==> config.mk <==
export PLATFORM = sky130hd
export DESIGN_NAME = reg_file_nr1w_clr
export DESIGN_NICKNAME = d
export VERILOG_FILES = /design/src/rtl/reg_file_pkg.sv /design/src/rtl/reg_file_clr_seq.sv /design/src/rtl/reg_file_nr1w_clr.sv
export SDC_FILE = /design/constraint.sdc
export NUM_CORES = 1
export LEC_CHECK = 0
export CORE_UTILIZATION = 56
export CTS_BUF_LIST = sky130_fd_sc_hd__clkbuf_4
export DETAILED_ROUTE_END_ITERATION = 12
export HOLD_SLACK_MARGIN = 0.03
export PLACE_DENSITY = 0.81
export SYNTH_ARGS = -nofsm -noshare
export SYNTH_HDL_FRONTEND = slang
export SYNTH_HIERARCHICAL = 1
export SYNTH_SLANG_ARGS = --single-unit
==> constraint.sdc <==
create_clock -name clk -period 2.1 [get_ports clk]
set_clock_uncertainty 0.1 [all_clocks]
set_input_delay 0.42 -clock clk [delete_from_list [all_inputs] [get_ports clk]]
set_output_delay 0.42 -clock clk [all_outputs]
set_load 0.02 [all_outputs]
==> src/rtl/reg_file_pkg.sv <==
// Shared register-file constants: clear-sequencer state encoding
// and the default datapath widths used by decode and ALU.
package reg_file_pkg;

   localparam logic RF_IDLE  = 1'b0;
   localparam logic RF_CLEAR = 1'b1;

   localparam int RF_DATA_W = 8;
   localparam int RF_ADDR_W = 4;

endpackage

==> src/rtl/reg_file_clr_seq.sv <==
// Clear sequencer: walks ptr over every entry after reset or on clr,
// asserting busy and presenting one zero-write per cycle.
module reg_file_clr_seq
   import reg_file_pkg::*;
#(
   parameter int ADDR_W = RF_ADDR_W
) (
   input  logic              clk,
   input  logic              rst,
   input  logic              clr,
   output logic              busy,
   output logic              clr_we,
   output logic [ADDR_W-1:0] clr_addr
);

   localparam logic [ADDR_W-1:0] LAST = '1;

   logic              state_q, state_d;
   logic [ADDR_W-1:0] ptr_q, ptr_d;

   // Next state: clr only starts a clear from IDLE; CLEAR ends after LAST.
   always_comb begin
      state_d = state_q;
      ptr_d   = ptr_q;
      if (state_q == RF_CLEAR) begin
         ptr_d = ptr_q + 1'b1;
         if (ptr_q == LAST) state_d = RF_IDLE;
      end else if (clr) begin
         state_d = RF_CLEAR;
         ptr_d   = '0;
      end
   end

   // State register; reset (also mid-clear) restarts the sweep at 0.
   always_ff @(posedge clk) begin
      if (rst) begin
         state_q <= RF_CLEAR;
         ptr_q   <= '0;
      end else begin
         state_q <= state_d;
         ptr_q   <= ptr_d;
      end
   end

   assign busy     = (state_q == RF_CLEAR);
   assign clr_we   = busy;
   assign clr_addr = ptr_q;

endmodule

==> src/rtl/reg_file_nr1w_clr.sv <==
// NRD-read / 1-write register file with write bypass, optional
// hard-wired zero entry and a sequenced clear with busy masking.
module reg_file_nr1w_clr
   import reg_file_pkg::*;
#(
   parameter int DATA_W   = RF_DATA_W,
   parameter int ADDR_W   = RF_ADDR_W,
   parameter int NRD      = 2,
   parameter int BYPASS   = 1,
   parameter int ZERO_REG = 0
) (
   input  logic                  clk,
   input  logic                  rst,
   input  logic                  clr,
   input  logic [NRD*ADDR_W-1:0] ra,
   input  logic [ADDR_W-1:0]     wa,
   input  logic [DATA_W-1:0]     wd,
   input  logic                  we,
   output logic [NRD*DATA_W-1:0] rd,
   output logic                  busy
);

   localparam int DEPTH = 1 << ADDR_W;

   logic [DATA_W-1:0] mem_q [DEPTH];
   logic [DATA_W-1:0] rd_k  [NRD];

   logic              clr_we;
   logic [ADDR_W-1:0] clr_addr;
   logic              mem_we;
   logic [ADDR_W-1:0] mem_wa;
   logic [DATA_W-1:0] mem_wd;

   reg_file_clr_seq #(
      .ADDR_W (ADDR_W)
   ) u_seq (
      .clk      (clk),
      .rst      (rst),
      .clr      (clr),
      .busy     (busy),
      .clr_we   (clr_we),
      .clr_addr (clr_addr)
   );

   // Write port mux: the sequencer owns the array while busy; a clear
   // request or reset in the same cycle drops the external write.
   always_comb begin
      mem_we = 1'b0;
      mem_wa = wa;
      mem_wd = wd;
      if (busy) begin
         mem_we = clr_we;
         mem_wa = clr_addr;
         mem_wd = '0;
      end else if (we && !clr && !rst &&
                   !(ZERO_REG != 0 && wa == '0)) begin
         mem_we = 1'b1;
      end
   end

   // Storage array; no reset, contents are defined by the clear sweep.
   always_ff @(posedge clk) begin
      if (mem_we) mem_q[mem_wa] <= mem_wd;
   end

   for (genvar k = 0; k < NRD; k++) begin : g_rd
      logic [ADDR_W-1:0] ra_k;
      assign ra_k = ra[k*ADDR_W +: ADDR_W];
      assign rd_k[k] =
         busy                               ? '0 :
         (ZERO_REG != 0 && ra_k == '0)      ? '0 :
         (BYPASS != 0 && we && wa == ra_k)  ? wd :
                                              mem_q[ra_k];
   end

   // Pack the per-port results onto the flat read bus.
   always_comb begin
      rd = '0;
      for (int k = 0; k < NRD; k++) begin
         rd[k*DATA_W +: DATA_W] = rd_k[k];
      end
   end

endmodule

After elaboration in Yosys (flattened, before gate mapping)
Memories as Yosys holds them, arrays and structs flattened.
Cells that the tools add are included.
Operators by class
  add/subtract/negate cells: 1
  equal/unequal tests: 3
  muxes and demuxes: 15
  reduce and logical (&&, ||, !) cells: 7
Operator list (number)
  2-to-1 mux 8 bit: 5
  2-to-1 mux 4 bit: 3
  equality test 4 bit: 2
  2-to-1 mux 1 bit: 7
  adder 4 x 1 -> 4 bit, second input constant: 1
  equality test 4 bit, second input constant: 1
  logical AND 1 bit: 4
  zero test 1 bit: 2
  nonzero test 2 bit: 1
Storage, ports and cells
  register bits: 5
  RAM bits: 128
  input bits: 24
  output and inout bits: 17
  logic and storage cells: 29
  memories: 1
Memory list
  mem_q: depth 16, bits a word 8, rd ports 2, clocked after Yosys merged registers in 0, write ports 1, RTL line reg_file_nr1w_clr.sv:25  | logic [DATA_W-1:0] mem_q [DEPTH];

Depth between registers and ports, before layout
  depth in word-level cells: 7
  gate-level depth with buffers: 6
  depth with buffers taken out: 4

Hierarchy
The synthesis kept the hierarchy.
Modules (own cells, without submodules)
  reg_file_nr1w_clr: instances 1, cells each 374, area each 6528.8 um^2, sequential area each 3843.7 um^2
  reg_file_clr_seq: instances 1, cells each 25, area each 229.0 um^2, sequential area each 100.1 um^2

Least setup slack after synthesis
OpenSTA, ideal clock, no wires.
  path type: register to register
  start: register u_seq.state_q, in the netlist u_seq/busy
  end: memory mem_q[10][0] (netlist name) (enable)
  setup time: 370 ps
  arrival time: 1752 ps
  required time: 1630 ps
  path slack: -123 ps
  cell stages (with the launch flop): 5
  path buffers: 1
  period minus slack after synthesis: 2223 ps
  path through: dfxtp_1 buf_2 o41ai_1 o21ai_0 nor2_1
On the way
  longest elaborated chain between the ends: 3
  elaborated cells on any way between the ends: 4
  those cells by class: mux (4)
RTL lines
  start, declared: RTL line reg_file_clr_seq.sv:18  | logic state_q, state_d;
  start signal, assigned: RTL line reg_file_clr_seq.sv:40  | state_q <= state_d;
  2-to-1 mux 1 bit: RTL line reg_file_nr1w_clr.sv:51  | if (busy) begin
  2-to-1 mux 1 bit: RTL line reg_file_nr1w_clr.sv:63  | if (mem_we) mem_q[mem_wa] <= mem_wd;
  2-to-1 mux 1 bit (implied by the code): RTL line reg_file_nr1w_clr.sv:63
  end, declared: RTL line reg_file_nr1w_clr.sv:25
Several ways; a longest one is shown, not always the timed one.

==> results.md <==
* Layout cells sized above 1 at 0.481
* Die area at 0.0125 mm²
* HP Start: u_seq/clr_addr[3]$_SDFFE_PP0P_
* Worst Hold Path EP: u_seq/clr_addr[3]$_SDFFE_PP0P_
* Psw at 0.00127 W
* Clk root buf: clkbuf_4
* CTS clk-pin slew, worst paths at 110 ps
* Clk pwr share at 0.326
* CTS Buf Count at 17
* Initial Util at 0.584
* WL/cell at 26.8 µm
* H-tree depth at 4
* Mapped Avg Cell Area at 16.9 µm²
* Final hold viol count at 0
* Async set-reset flop share out of synthesis at 0
* Syn nets at 424
* Crit Path Category: flop to output port
* Failing checks: design-rule violations, negative setup slack
* Flop2flop setup slack at 10 ps
* Post-synthesis register bit count at 133
* Inserted Diodes at 0
* Tcrit/Tclk final at 1.29
* Final worst slack at -603 ps
* Reg-to-Reg Start: u_seq/busy$_SDFF_PP1_
* Antenna-violating nets left at 0
* Worst Path Required at 1580 ps
* P_leak at 2.95 nW
* # DRC at 3
* Sw Ratio at 0.236
* Clock latency on the worst-skew pair at 530 ps
* R2R cell count at 7
* Final slew viol count at 0
* Vias at 4534
* Top FF cell, synth: edfxtp_1
* DP HPWL at 12.2 mm
* Worst hold slack at 512 ps
* CP Launch Type: flop
* Worst path buffer plus inverter count at 2
* Maxcap violations at 0
* Worst slew pin tran at 610 ps
* Unique masters post-synth at 46
* CP Capture Type: output port
* Worst Path Max Fanout at 2
* Final min period at 2700 ps
* I/O pins at 41
* CP delay by family, top: multiplexers
* Hold_buf cts at 0
* Power per Cell Area at 647 mW/mm²
* Post-synth EDFFs at 128
* Chip Width at 112 µm
* Syn-to-layout area delta at 23.1%
* Worst path cell trace: buf_4 -> mux4_2 -> a22o_1 -> nor2_2 -> o21ai_2 -> buf_6
* Hold depth at 2
* Most common cell after layout, fill and taps aside: edfxtp_1
* Final WL at 17.8 mm
* Die Y at 112 µm
* Share of power burned in registers at 0.550
* Commonest cells after routing, fill and taps aside: edfxtp_1, mux4_2, buf_4
* Largest net degree at the start of global routing at 18
* Setup-failing EPs final at 16
* RSZ-0062 raised after global routing: yes
* Nets@finish at 536
* First-pass GRT wire length at 26.9 mm
* Max clock buf depth at 2
* Gate Count Post-Synth at 399
* Core area at 0.0116 mm²
* Grt ovf at 0
* Status: finished, violations left
* Vias in the first global route at 4742
* Worst slew margin at 0.591
* Site Rows at 39
* Vias per inst at 6.80
* TritonCTS clock tree: done
* DR pass1 iterations at 10
* Fmax at 370 MHz
* Register area share after synthesis at 0.584
* Antenna violations before repair at 0
* Gp weighted congestion at 0.892
* RR Endpoint: mem_q[1][7]$_DFFE_PP_
* Iteration-0 DRC count of the detailed router at 673
* Worst Path Arrival at 2180 ps
* Max incr delay on CP at 450 ps
* Total GRT Usage at 0.304
* Port bufs at 40
* Comb power frac at 0.124
* Int Pwr at 0.00411 W
* Peak supply drop at 0.000346 V
* Synth warn at 6
* Clk sink count at 133
* Tot Pwr at 0.00538 W
* Syn Std Cell Area at 0.00676 mm²
* Slowest stage cell, crit path: mux4_2
* Worst Hold Class: flop to flop
[power groups by stage]
stage,Combinational (W),Sequential [W],Clock [W]
after floorplan,0.000414,0.00301,0
after global placement,0.000600,0.00301,0
after detailed placement,0.000614,0.00302,0
after CTS,0.000641,0.00296,0.00176
after global routing,0.000697,0.00296,0.00186
final,0.000667,0.00296,0.00176
[worst min-delay path, stage by stage, from the launching register on]
cell and delay [ps]:
dfxtp_1 400, nand2_1 100, a31oi_1 80
[worst max-delay path by stage]
stage | endpoint | cells past startpoint | from | slack [ps]
after floorplan | mem_q[0][0]$_DFFE_PP_ | 4 | u_seq/busy$_SDFF_PP1_ | -110
final | rd[2] | 6 | mem_q[5][2]$_DFFE_PP_ | -600
after global routing | rd[2] | 6 | mem_q[5][2]$_DFFE_PP_ | -670
after global placement | rd[13] | 7 | ra[7] | -990
after CTS | rd[2] | 6 | mem_q[5][2]$_DFFE_PP_ | -590
after detailed placement | rd[13] | 7 | ra[7] | -990
[routing by layer]
| layer | routed length [µm] | up-vias | GRT usage |
|---|---|---|---|
| li1 | - | 1874 | - |
| met1 | 6420 | 2296 | 0.383 |
| met2 | 8980 | 296 | 0.487 |
| met3 | 1720 | 68 | 0.0876 |
| met4 | 726 | 0 | 0.153 |
| met5 | 0 | - | 0 |
[cell usage after synthesis (2+ instances only)]
library cell     number  share of area
a21oi_1               4         0.0030
a22o_1               31          0.040
a31oi_1               3         0.0028
and2b_2               2         0.0026
buf_1                 2         0.0011
buf_12                2         0.0059
buf_2                 6         0.0044
buf_4                 2         0.0022
buf_6                 6          0.010
clkbuf_1              5         0.0028
clkbuf_8              3         0.0061
clkdlybuf4s25_2       2         0.0030
dfxtp_1               5          0.015
edfxtp_1            128           0.57
inv_1                 5         0.0028
mux4_1               16          0.062
mux4_2               48           0.16
nand2_1               8         0.0044
nand3_1              18          0.013
nor2_1               38          0.021
nor2_2                3         0.0028
nor2b_1               9         0.0083
nor3_1                2         0.0015
nor3_2                2         0.0030
nor3b_1               4         0.0044
o21ai_0               3         0.0022
o21ai_1              16          0.012
xor2_1                8          0.010
[timing repair]
item | 4_1_cts | 5_1_grt
endpoints found under the setup margin | 116 | 118
setup buffers | 2 | 0
pin swaps | 25 | 22
gates resized for setup | 111 | 17
gates cloned | 1 | 0
[flip-flops by register name, summed over array words and instances, names as in the netlist]
register        flops
mem_q             128
u_seq/busy          1
u_seq/clr_addr      4
[stage by stage]
stage	util	setup TNS [ps]	std cells	worst slack (ps)	area, µm²
2_1_floorplan	-	-6370	399	-108	6850
3_3_place_gp	0.683	-71410	632	-989	7900
3_5_place_dp	0.683	-76090	632	-991	7900
4_1_cts	0.713	-8180	667	-586	8250
5_1_grt	0.719	-9590	667	-669	8320
6_report	0.719	-7760	667	-603	8320
[final cells by class]
class,instances,area (µm²)
clock buffers,20,150
inverters,5,18.8
well taps,143,179
flip-flops and latches,133,3940
multi-input cells,232,2650
fillers,693,3250
clock inverters,12,136
repair buffers,122,1240
[logic make-up (layout without fill, tap and decap cells)]
kind of cell / after synthesis / count (layout) / share of synthesized area
buf+inv: 34 / 159 / 0.0405
mux: 65 / 65 / 0.224
fa+ha+maj: 1 / 1 / 0.00185
simple gates: 93 / 93 / 0.0696
xor+xnor: 8 / 8 / 0.0104
compound gates: 65 / 65 / 0.0704
flops: 133 / 133 / 0.584
No activity file was read; power rests on OpenSTA's default activity.
==> patch (same flow settings) <==
Add an input register stage for `clr`, `ra`, `wa`, `wd` and `we`; this delays them by one clock.
--- a/src/rtl/reg_file_nr1w_clr.sv
+++ b/src/rtl/reg_file_nr1w_clr.sv
@@ -24,2 +24,16 @@
 
+   logic clr_q;
+   logic [NRD*ADDR_W-1:0] ra_q;
+   logic [ADDR_W-1:0] wa_q;
+   logic [DATA_W-1:0] wd_q;
+   logic we_q;
+
+   always_ff @(posedge clk) begin
+      clr_q <= clr;
+      ra_q  <= ra;
+      wa_q  <= wa;
+      wd_q  <= wd;
+      we_q  <= we;
+   end
+
    logic [DATA_W-1:0] mem_q [DEPTH];
@@ -38,3 +52,3 @@
       .rst      (rst),
-      .clr      (clr),
+      .clr      (clr_q),
       .busy     (busy),
@@ -48,4 +62,4 @@
       mem_we = 1'b0;
-      mem_wa = wa;
-      mem_wd = wd;
+      mem_wa = wa_q;
+      mem_wd = wd_q;
       if (busy) begin
@@ -54,4 +68,4 @@
          mem_wd = '0;
-      end else if (we && !clr && !rst &&
-                   !(ZERO_REG != 0 && wa == '0)) begin
+      end else if (we_q && !clr_q && !rst &&
+                   !(ZERO_REG != 0 && wa_q == '0)) begin
          mem_we = 1'b1;
@@ -67,3 +81,3 @@
       logic [ADDR_W-1:0] ra_k;
-      assign ra_k = ra[k*ADDR_W +: ADDR_W];
+      assign ra_k = ra_q[k*ADDR_W +: ADDR_W];
       assign rd_k[k] =
@@ -71,3 +85,3 @@
          (ZERO_REG != 0 && ra_k == '0)      ? '0 :
-         (BYPASS != 0 && we && wa == ra_k)  ? wd :
+         (BYPASS != 0 && we_q && wa_q == ra_k)  ? wd_q :
                                               mem_q[ra_k];
Check against the original RTL: same outputs for any inputs over 10 cycles, from zero or initial values and one cycle with rst high; that may be too few to reach the edited logic, so the function may still have changed.
==> patch against the original RTL <==
The flow finishes with violations (setup timing). Area after synthesis is 6.5% higher. Wire length is 3.8% higher. Sequential cell count is 22 higher. Via count is 3.9% higher. Sequential share of layout area is 1.6 points higher. Cell area is 7.9% higher. Power is 8.8% higher. Setup slack worse by 0.19 ns. Critical path type unchanged. Critical endpoint is now rd[8]. Largest cell class unchanged.
==> patch: results (changes against the original RTL) <==
{| class="wikitable"
! Metric !! Value
|-
| Run status || finished with violations
|-
| Violations in the final reports || setup timing
|-
| Register-to-Register Setup Slack || 0.12 ns (+0.11 ns)
|-
| Highest cell delay on the worst timing path || 0.52 ns (+0.07 ns)
|-
| Total Wirelength || 18,520 um (+3.8%)
|-
| HP Class || primary input to register
|-
| Maximum fanout encountered on the critical timing path || 6 (+4)
|-
| Post-synthesis compound-gate area fraction || 6.605% (-0.43 points)
|-
| Fraction of the yosys area taken by sequential cells || 60.91% (+2.5 points)
|-
| Wire length of the first global-routing pass || 27,700 um (+3.0%)
|-
| Arithmetic-cell share of the synthesized area counting full adders, half adders and majority gates || 0.1738% (-0.011 points)
|-
| Average via count per standard cell || 6.510 (-4.2%)
|-
| First-pass detailed-route iteration total || 5 (-5)
|-
| Post-route worst setup slack || -0.7980 ns (-0.1946 ns)
|-
| Leading cell types by total area after synthesis || edfxtp_1, mux4_2, dfxtp_1
|-
| Post-DP HPWL || 12,260 um (+0.77%)
|-
| Number of setup violations in the final report || 16 (unchanged)
|-
| Net count of the mapped netlist || 446 (+5.2%)
|-
| Worst Max-Slew Pin Slew || 0.6400 ns (+0.02965 ns)
|-
| Post-layout net count || 566 (+5.6%)
|-
| Overall track demand over capacity in global routing || 30.05% (-0.39 points)
|-
| Via count of the first global-routing pass || 4,806 (+1.3%)
|-
| Clock slew at the register clock pins of the worst setup and hold paths || 0.13 ns (+0.02 ns)
|-
| Count of filler cells inserted in the layout || 745 (+7.5%)
|-
| Endpoint arrival time on the critical path || 2.38 ns (+0.20 ns)
|-
| Cell total after placement || 682 (+7.9%)
|}
-- patch: kinds of logic after synthesis --
| kind of cell | after synthesis |
|---|---|
| flip-flops | 155 |
| adder cells (fa/ha/maj) | 1 |
| multiplexers | 65 |
| XOR/XNOR | 8 |
| AND/OR/NAND/NOR | 93 |
| buffers and inverters | 34 |
| AO/OA/AOI/OAI | 65 |
-- patch: layout make-up --
type	instances	area [um^2]	share of cell area [%]
clock buffer	18	135.1	1.506
sequential	155	4395	48.98
timing repair buffer	130	1473	16.41
tap	172	215.2	2.398
multi-input combinational	232	2610	29.09
inverter	5	18.77	0.2091
clock inverter	12	126.4	1.408
-- patch: path summary, 6_finish.rpt --
path	endpoint	from	cells after the start
worst max-delay path	rd[8]	ra_q[4]	6
worst min-delay path	wa_q[1]	wa[1]	1
worst max register to register	mem_q[10][7]	u_seq/busy	8
worst min register to register	u_seq/clr_addr[3]	u_seq/clr_addr[3]	2
-- patch: power by group --
| part | switching, mW | leakage, nW | internal, mW |
|---|---|---|---|
| clock | 1.01 | 0.144 | 0.701 |
| sequential | 0.0679 | 1.34 | 3.37 |
| combinational | 0.313 | 1.60 | 0.383 |
-- patch: what timing repair did --
item	in CTS	in global routing
pin swaps	10	22
gates cloned	4	1
gates resized for setup	86	30
hold buffers	0	0
endpoints found under the setup margin	133	139
buffers inserted	9	2
-- patch: metal layers --
layer	up-vias	track usage, %	part of all wire (%)
met1	2331	38.26	36
met4	0	14.20	5.0
met5	-	0	0
met3	79	5.799	9.5
met2	339	50.10	49
li1	1964	-	-
-- patch: worst max-delay path, delay by kind of cell (launching register included) --
family,cells,cell delay [ns]
multiplexers,1,0.52
flip-flops,1,0.48
AO/OA/AOI/OAI,2,0.39
buffers and inverters,2,0.31
AND/OR/NAND/NOR,1,0.14
-- patch: through the flow --
step	setup WS (ns)	setup TNS [ns]
6_report	-0.7980	-11.77
5_1_grt	-0.8771	-13.16
4_1_cts	-0.8280	-12.42
3_5_place_dp	-0.5908	-20.24
3_3_place_gp	-0.5521	-18.57
2_1_floorplan	-0.1081	-6.198
